**src/rtl/sw_array_ctrl.sv**
```systemverilog
// Sequencer for a linear systolic array of affine-gap alignment PEs: query load,
// anti-diagonal reference streaming, flush and best-cell tracking. Optional abort via SW_CTRL_ABORT_EN.
module sw_array_ctrl #(
  parameter int NUM_PE  = 64,
  parameter int MAX_LEN = 1024,
  parameter int WIDTH   = 14,
  parameter int QW      = 7,
  parameter int RW      = 11
) (
  input  logic                    i_clk,
  input  logic                    i_rst_n,
  input  logic                    i_start,
  input  logic [QW-1:0]           i_q_len,
  input  logic [RW-1:0]           i_r_len,
  input  logic                    i_q_valid,
  output logic                    o_q_ready,
  input  logic [1:0]              i_q_base,
  output logic                    o_r_req,
  output logic [RW-2:0]           o_r_addr,
  input  logic [1:0]              i_r_base,
  output logic                    o_clear,
  output logic                    o_q_load_en,
  output logic [QW-2:0]           o_q_load_idx,
  output logic [1:0]              o_q_load_base,
  output logic                    o_shift_en,
  output logic [1:0]              o_ref_base,
  output logic                    o_ref_valid,
  input  logic                    i_max_valid,
  input  logic signed [WIDTH-1:0] i_max_score,
  input  logic [QW-2:0]           i_max_pe,
  output logic                    o_busy,
  output logic                    o_done,
  output logic                    o_err,
  output logic [WIDTH-1:0]        o_best_score,
  output logic [QW-2:0]           o_best_row,
  output logic [RW-2:0]           o_best_col
`ifdef SW_CTRL_ABORT_EN
  ,
  input  logic                    i_abort,
  output logic                    o_abort_ack
`endif
);

  localparam int SW = RW + 1;

  typedef enum logic [2:0] {IDLE, LOAD_Q, RUN, DRAIN, DONE} state_t;

  state_t                   state, state_nxt;
  logic [QW-1:0]            q_len_r;
  logic [RW-1:0]            r_len_r;
  logic [QW-1:0]            q_cnt;
  logic [SW-1:0]            step;
  logic [SW-1:0]            beat;
  logic [SW-1:0]            beat_nxt;
  logic [SW-1:0]            total;
  logic [SW-1:0]            r_ext;
  logic                     clear_q;
  logic                     shift_q;
  logic                     ref_valid_q;
  logic                     err_q;
  logic signed [WIDTH-1:0]  best_score;
  logic [QW-2:0]            best_row;
  logic [RW-2:0]            best_col;
  logic signed [SW:0]       col;
  logic                     legal;
  logic                     abort;
  logic                     q_beat;
  logic                     run_step;
  logic                     beat_inc;
  logic                     upd;

  assign legal = (i_q_len != '0) && (i_q_len <= QW'(NUM_PE)) &&
                 (i_r_len != '0) && (i_r_len <= RW'(MAX_LEN));

`ifdef SW_CTRL_ABORT_EN
  assign abort = i_abort && (state != IDLE);
`else
  assign abort = 1'b0;
`endif

  assign r_ext    = SW'(r_len_r);
  assign total    = SW'(r_len_r) + SW'(q_len_r) - SW'(1);
  assign q_beat   = (state == LOAD_Q) && i_q_valid;
  assign run_step = (state == RUN) && !abort;

  // Beats are capped at the job's diagonal count so stray extras cannot wrap the counter.
  assign beat_inc = i_max_valid && ((state == RUN) || (state == DRAIN)) && (beat < total);
  assign beat_nxt = beat + SW'(beat_inc);

  assign col = $signed({1'b0, beat}) - $signed({{(SW + 2 - QW){1'b0}}, i_max_pe});
  assign upd = ({1'b0, i_max_pe} < q_len_r) && (col >= 0) &&
               (col < $signed({{(SW + 1 - RW){1'b0}}, r_len_r})) &&
               (i_max_score > best_score);

  always_ff @(posedge i_clk or negedge i_rst_n) begin
    if (!i_rst_n) begin
      state <= IDLE;
    end else begin
      state <= state_nxt;
    end
  end

  always_comb begin
    state_nxt     = state;
    o_q_ready     = 1'b0;
    o_q_load_en   = 1'b0;
    o_q_load_idx  = '0;
    o_q_load_base = '0;
    o_r_req       = 1'b0;
    o_r_addr      = '0;
    o_busy        = (state != IDLE);
    o_done        = 1'b0;
    case (state)
      IDLE: begin
        if (i_start) state_nxt = legal ? LOAD_Q : DONE;
      end
      LOAD_Q: begin
        o_q_ready = 1'b1;
        if (q_beat) begin
          o_q_load_en   = 1'b1;
          o_q_load_idx  = q_cnt[QW-2:0];
          o_q_load_base = i_q_base;
          if (q_cnt == q_len_r - QW'(1)) state_nxt = RUN;
        end
      end
      RUN: begin
        if (step < r_ext) begin
          o_r_req  = 1'b1;
          o_r_addr = step[RW-2:0];
        end
        if (step == total - SW'(1)) state_nxt = DRAIN;
      end
      DRAIN: begin
        if (beat_nxt == total) state_nxt = DONE;
      end
      DONE: begin
        o_done    = 1'b1;
        state_nxt = IDLE;
      end
      default: state_nxt = IDLE;
    endcase
    if (abort) state_nxt = IDLE;
  end

  always_ff @(posedge i_clk or negedge i_rst_n) begin
    if (!i_rst_n) begin
      q_len_r     <= '0;
      r_len_r     <= '0;
      q_cnt       <= '0;
      step        <= '0;
      beat        <= '0;
      clear_q     <= 1'b0;
      shift_q     <= 1'b0;
      ref_valid_q <= 1'b0;
      err_q       <= 1'b0;
      best_score  <= '0;
      best_row    <= '0;
      best_col    <= '0;
    end else begin
      clear_q     <= 1'b0;
      // The shift for a step lands one cycle after its read, aligned with i_r_base.
      shift_q     <= run_step;
      ref_valid_q <= run_step && (step < r_ext);
      if ((state == IDLE) && i_start) begin
        q_len_r    <= i_q_len;
        r_len_r    <= i_r_len;
        q_cnt      <= '0;
        step       <= '0;
        beat       <= '0;
        clear_q    <= 1'b1;
        err_q      <= !legal;
        best_score <= '0;
        best_row   <= '0;
        best_col   <= '0;
      end
      if (q_beat) q_cnt <= q_cnt + QW'(1);
      if (state == RUN) step <= step + SW'(1);
      if (beat_inc) begin
        beat <= beat_nxt;
        if (upd) begin
          best_score <= i_max_score;
          best_row   <= i_max_pe;
          best_col   <= col[RW-2:0];
        end
      end
    end
  end

`ifdef SW_CTRL_ABORT_EN
  logic abort_ack_q;

  always_ff @(posedge i_clk or negedge i_rst_n) begin
    if (!i_rst_n) begin
      abort_ack_q <= 1'b0;
    end else begin
      abort_ack_q <= abort;
    end
  end

  assign o_abort_ack = abort_ack_q;
`endif

  assign o_clear      = clear_q;
  assign o_shift_en   = shift_q;
  assign o_ref_valid  = ref_valid_q;
  assign o_ref_base   = ref_valid_q ? i_r_base : 2'b00;
  assign o_err        = err_q;
  assign o_best_score = best_score;
  assign o_best_row   = best_row;
  assign o_best_col   = best_col;

endmodule

```
**config.mk**
```make
export PLATFORM = sky130hd
export DESIGN_NAME = sw_array_ctrl
export DESIGN_NICKNAME = d
export VERILOG_FILES = /design/src/rtl/sw_array_ctrl.sv
export SDC_FILE = /design/constraint.sdc
export NUM_CORES = 1
export LEC_CHECK = 0
export ABC_CLOCK_PERIOD_IN_PS = 10000
export BUFFER_PORTS_ARGS = -buffer_cell sky130_fd_sc_hd__buf_4
export CORE_ASPECT_RATIO = 1.25
export CORE_MARGIN = 4
export CORE_UTILIZATION = 35
export DETAILED_ROUTE_END_ITERATION = 10
export SKIP_LAST_GASP = 1
export SLEW_MARGIN = 20
export SYNTH_ARGS = -nofsm -noshare
export SYNTH_HDL_FRONTEND = slang
export SYNTH_SLANG_ARGS = --single-unit
```
**constraint.sdc**
```tcl
create_clock -name i_clk -period 10 [get_ports i_clk]
set_clock_uncertainty 0.05 [all_clocks]
set_input_delay 0.5 -clock i_clk [delete_from_list [all_inputs] [get_ports i_clk]]
set_output_delay 0.5 -clock i_clk [all_outputs]
set_load 0.005 [all_outputs]
```
# After elaboration in Yosys (flattened, before gate mapping)
# Index checks and enable logic that the tools add are counted.
[totals] regBits=86 latch_bits=0 ramBits=0 mem_bits_ro=0 inputBits=47 output_inout_bits=59 wordCells=97 memories=0
[classes] n_addsub=8 mul=0 div_mod_pow=0 order_cmp=8 n_eq_ne=12 shifts=0 mux=35 bitwise_logic=0 reduce_logical=21
[ops] op="2-to-1 mux 10 bit" count=5
[ops] op="2-to-1 mux 14 bit" count=3
[ops] op="2-to-1 mux 12 bit" count=3
[ops] op="2-to-1 mux 6 bit" count=5
[ops] op="equality test 12 bit" count=2
[ops] op="subtractor 12 x 1 -> 12 bit, second input constant" count=2
[ops] op="2-to-1 mux 3 bit" count=6
[ops] op="> comparator 14 bit" count=1
[ops] op="2-to-1 mux 7 bit" count=2
[ops] op="greater-or-equal comparator 13 x 1 -> 1 bit, second input constant" count=1
[ops] op="less-than comparator 13 x 12 -> 1 bit" count=1
[ops] op="subtractor 12 x 6 -> 13 bit" count=1
[ops] op="adder 11 x 7 -> 12 bit" count=1
[ops] op="adder 12 x 1 -> 12 bit" count=1
[ops] op="adder 12 x 1 -> 12 bit, second input constant" count=1
[ops] op="less-than comparator 12 x 11 -> 1 bit" count=1
[ops] op="less-than comparator 12 bit" count=1
[ops] op="one-hot mux 3 bit (4 select lines)" count=1
[ops] op="<= comparator 11 bit, second input constant" count=1
[ops] op="logical AND 1 bit" count=11
[ops] op="nonzero test 11 bit" count=1
[ops] op="adder 7 x 1 -> 7 bit, second input constant" count=1
[ops] op="equality test 7 bit" count=1
[ops] op="<= comparator 7 bit, second input constant" count=1
[ops] op="16 further kinds" count=30

# Longest topological paths before layout
[depth] word_depth=8 depth_mapped=27 ltp_nobuf=27

# Least setup slack after synthesis
# Ideal clock, no wire load.
[synth_timing] kind="register to register" startpoint="register q_len_r[1]" endpoint="register state[0]" setup_time_ns=0.134 arrival_time_ns=5.212 required_ns=9.816 slack_ns=4.605 path_stages_with_launch=27 n_path_buf=0 synth_period_minus_slack_ns=5.395 path_cell_list="dfrtp_1 > inv_1 > ha_1 > inv_1 > ha_1 > fa_1 > a21oi_1 > o211ai_1 > o211a_1 > a211oi_1 > inv_1 > ha_1 > or3b_2 > a31oi_1 > nand2_4 > inv_2 > ha_1 > ha_1 > nand3_1 > or2_2 > and2_1 > xnor2_1 > nor4b_1 > nand4_1 > o21ba_2 > o21ai_0 > o211ai_1"
[synth_between] elab_chain_len=8 word_cells_on_any_way=14 cone_classes="5 x add/sub; 1 x order compare; 6 x eq/ne; 2 x reduce/logical"
[synth_lines] item="start: declaration" line_no="49" rtl="logic [QW-1:0] q_len_r;"
[synth_lines] item="start signal: assignment" line_no="165" rtl="q_len_r <= i_q_len;"
[synth_lines] item="adder 11 x 7 -> 12 bit" line_no="82" rtl="assign total = SW'(r_len_r) + SW'(q_len_r) - SW'(1);"
[synth_lines] item="subtractor 12 x 1 -> 12 bit" line_no="82"
[synth_lines] item="less-than comparator 12 bit" line_no="87" rtl="assign beat_inc = i_max_valid && ((state == RUN) || (state == DRAIN)) && (beat < total);"
[synth_lines] item="logical AND 1 bit" line_no="87"
[synth_lines] item="adder 12 x 1 -> 12 bit" line_no="88" rtl="assign beat_nxt = beat + SW'(beat_inc);"
[synth_lines] item="equality test 12 bit" line_no="134" rtl="if (beat_nxt == total) state_nxt = DONE;"
[synth_lines] item="!= test 2 x 1 -> 1 bit (no line)"
[synth_lines] item="AND reduction 5 bit (no line) (*)"
[synth_lines] item="end signal: assignment" line_no="99" rtl="state <= state_nxt;"
[synth_lines] item="end: declaration" line_no="48" rtl="state_t state, state_nxt;"
# Every way passes the cells marked *; elsewhere a longest branch is shown, timed or not.
# A chain may end at the register's enable or synchronous reset.

# Worst setup path after layout
# Same ends and word-level chain as after synthesis.

==> summary.md <==
| Metric | Value |
|---|---|
| Most used cell, CP | `ha_1` |
| Area Overhead vs Synth | `19.10%` |
| Vias in the first global route | `5902` |
| Final worst path period share | `60.36%` |
| Crit Path Max Fanout | `14` |
| Worst-path clk slew | `0.07 ns` |
| Largest family of logic cells by synthesized area | `compound AO/OA/AOI/OAI gates` |
| XOR/XNOR Fraction of Synth Area | `8.016%` |
| Sequential Area | `2152 um2` |
| Die area | `22650 um2` |
| Drt pass-1 iters | `4` |
| Worst Hold Launch | `i_r_len[4]` |
| Worst setup EP type | `register` |
| Yosys warning count | `0` |
| Status | `completed` |
| Hold Vio Cnt, Final | `0` |
| Yosys reg bits | `86` |
| Vias per inst | `5.105` |
| RePlAce Congestion | `0.9280` |
| Tmin final | `6.036 ns` |
| Uppermost routed layer | `met4` |
| Antenna Violating Nets Remaining | `0` |
| First-pass GRT wire length | `31830 um` |
| Simple-Gate Fraction of Synth Area | `16.84%` |
| Ratio of cells with drive above 1 in the final layout | `19.18%` |
| Clock Path Buffers | `2` |
| PwrDens | `324.2 nW/um2` |
| Die W | `135.4 um` |
| Commonest cells after routing, fill and taps aside | `111 x buf_4, 86 x inv_1, 86 x dfrtp_1` |
| CTS buffer count | `9` |
| Async set-reset flop share out of synthesis | `100.0%` |
| Achievable Freq | `165.7 MHz` |
| Critical Path Start Type | `register` |
| Fillers | `1993` |
| R2r startpoint | `q_len_r[1]` |
| Crit-path slowest cell | `a211oi_1` |
| Synth Area in Adders | `14.29%` |
| EDFF count, synth | `0` |
| Tightest Hold Check Type | `input port to register` |
| Tot Pwr | `2.742 mW` |
| Final setup violation count | `0` |
| Port Buffer Count | `105` |
| VDD IR-drop max | `0.0002089 V` |
| Mux cell area share after synthesis | `6.431%` |
| Iteration-0 DRC Markers | `321` |
| WL per Instance | `17.10 um` |
| Antenna violations before repair | `0` |
| Synth unique cells | `72` |
| Critical path origin | `q_len_r[1]` |
| Final nets | `1019` |
| Metal-1 WL | `8670 um` |
| Synth Instances | `796` |
| CP max stage delay | `0.48 ns` |
| Routed wire length | `19960 um` |
| Area leader, netlist | `dfrtp_1` |
| DR WL met2 | `9628 um` |
| Core footprint | `20030 um2` |
| R2R Setup Slk | `3.96 ns` |
| Largest net degree at the start of global routing | `79` |
| Clock sinks | `86` |
| GRT Residual Overflow | `0` |
| Slew @ Worst Pin | `0.7618 ns` |
| Top_reg_cell synth | `dfrtp_1` |
| Most common cell after layout, fill and taps aside | `buf_4` |
| Fin. max-slew vios | `0` |
| Pleak | `4.106 nW` |
| Yosys top cell area share | `30.30%` |
| CP required | `10.17 ns` |
| Die Ht | `167.3 um` |
| Post-route DRC | `0` |
| Core Rows | `58` |
| WS Path Type | `register to register` |
| DR vias | `5958` |
| Average cell area after synthesis | `8.922 um2` |
| Initial Utilization | `35.46%` |
| Net count after synthesis | `922` |
| Max cap viols | `0` |
| Post-synthesis instance area | `7102 um2` |
| Seq/Total Area, Yosys | `30.30%` |
| Synth top area cells | `dfrtp_1 30%, ha_1 14%, xnor2_1 4.9%` |
| Buf/Inv on CP | `4` |
| Met3 wire len | `1056 um` |
| ANT cells | `0` |
| Unrepaired setup endpoints after global routing | `no` |
| Hpwl dp | `15540 um` |
| Worst path top cell family by delay | `compound AO/OA/AOI/OAI gates` |
| TritonCTS clock tree | `done` |
| Setup tns final | `0 ns` |
| Htree depth | `3` |
| All-Layer GR Usage | `17.79%` |
| Arr. time, crit path | `6.21 ns` |
| Area fraction in compound gates after synthesis | `17.60%` |
| Worst skew pair latency | `0.36 ns` |
| Root buffer cell | `clkbuf_16` |
| I/O Pins | `106` |
| Multi-input gate area in the final layout | `4487 um2` |
| Relative slew slack | `48.87%` |
==> cells in the mapped netlist, drive strengths merged (2+ instances only) <==
master and number:
nand2b 10, a221oi 3, nor2 41, and2 22
a2111oi 2, nand3 23, nor4b 2, a31oi 8
a211o 4, o2111ai 2, dfrtp 86, and3 16
nor3b 3, o21a 6, or3 5, xor2 19
xnor2 40, a21o 21, a22o 2, o21ai 69
inv 88, a211oi 14, nor3 17, ha 77
mux2 22, mux2i 13, clkbuf 20, xnor3 2
a21boi 3, o211a 3, or2 3, o211ai 8
fa 2, nand2 66, o21ba 2, nand4 11
nor4 5, buf 7, nor2b 4, a21oi 30
==> cell type report <==
class                      count  area share (%)
multi-input combinational    595           53.05
sequential                    86           25.44
timing repair buffer         113           10.10
tap                          270           3.994
inverter                      88           3.905
clock buffer                   9           2.663
clock inverter                 6          0.8432
==> worst paths after layout <==
kind	end	cells past startpoint
setup reg to reg	state[0]	26
hold / removal	r_len_r[4]	3
min in group asynchronous	o_best_row[0]	2
max in group asynchronous	r_len_r[9]	3
setup / recovery	state[0]	26
hold reg to reg	o_err	2
==> worst reg2reg max path: cells and delay by family, from the launching register on <==
family                   cells  cell delay [ns]
buffers and inverters        4             0.41
flip-flops                   1             0.34
AO/OA/AOI/OAI                8             1.71
adder cells (fa/ha/maj)      6             1.56
XOR/XNOR                     1             0.12
AND/OR/NAND/NOR              7             1.71
==> power by group <==
part           leakage [nW]  switching (mW)  internal (mW)
clock network         0.139           0.153          0.195
logic                  2.81            1.15          0.784
registers              1.16          0.0557          0.401
total                  4.11            1.36           1.38
==> sequential cells by signal, summed over array words and instances (netlist names) <==
| name | flops |
|---|---|
| r_len_r | 11 |
| q_cnt | 7 |
| o_clear | 1 |
| step | 12 |
| beat | 12 |
| q_len_r | 7 |
| o_best_row | 6 |
| o_shift_en | 1 |
| o_best_col | 10 |
| o_ref_valid | 1 |
| state | 3 |
| o_best_score | 14 |
| o_err | 1 |
==> through the flow <==
| step | cells | worst slack (ns) | cell area, um2 | util [%] | hold WS [ns] |
|---|---|---|---|---|---|
| after detailed placement | 1151 | 4.005 | 8148 | 40.68 | 0.2788 |
| after floorplan | 796 | 4.605 | 7102 | - | 0.1544 |
| after global placement | 1151 | 4.140 | 8148 | 40.68 | 0.2797 |
| after global routing | 1167 | 3.525 | 8458 | 42.23 | 0.3212 |
| final | 1167 | 3.964 | 8458 | 42.23 | 0.3032 |
| after CTS | 1167 | 3.959 | 8454 | 42.21 | 0.3003 |
==> cell families after synthesis <==
kind of cell | Yosys count
fa+ha+maj | 80
compound gates | 187
mux | 35
flops | 86
xor+xnor | 61
buf+inv | 115
simple gates | 232
==> per-layer routing <==
metal | global-route usage [%] | vias up
met3 | 2.945 | 30
met5 | 0 | -
met4 | 6.401 | 0
met1 | 22.51 | 2799
met2 | 30.42 | 150
li1 | - | 2979
==> timing repair <==
| action | CTS | global route |
|---|---|---|
| hold buffers | 1 | 0 |
| gates resized for setup | 0 | 0 |
| setup buffers | 0 | 0 |
| hold endpoints to repair | 8 | 0 |
Power figures use the tool's default switching activity.
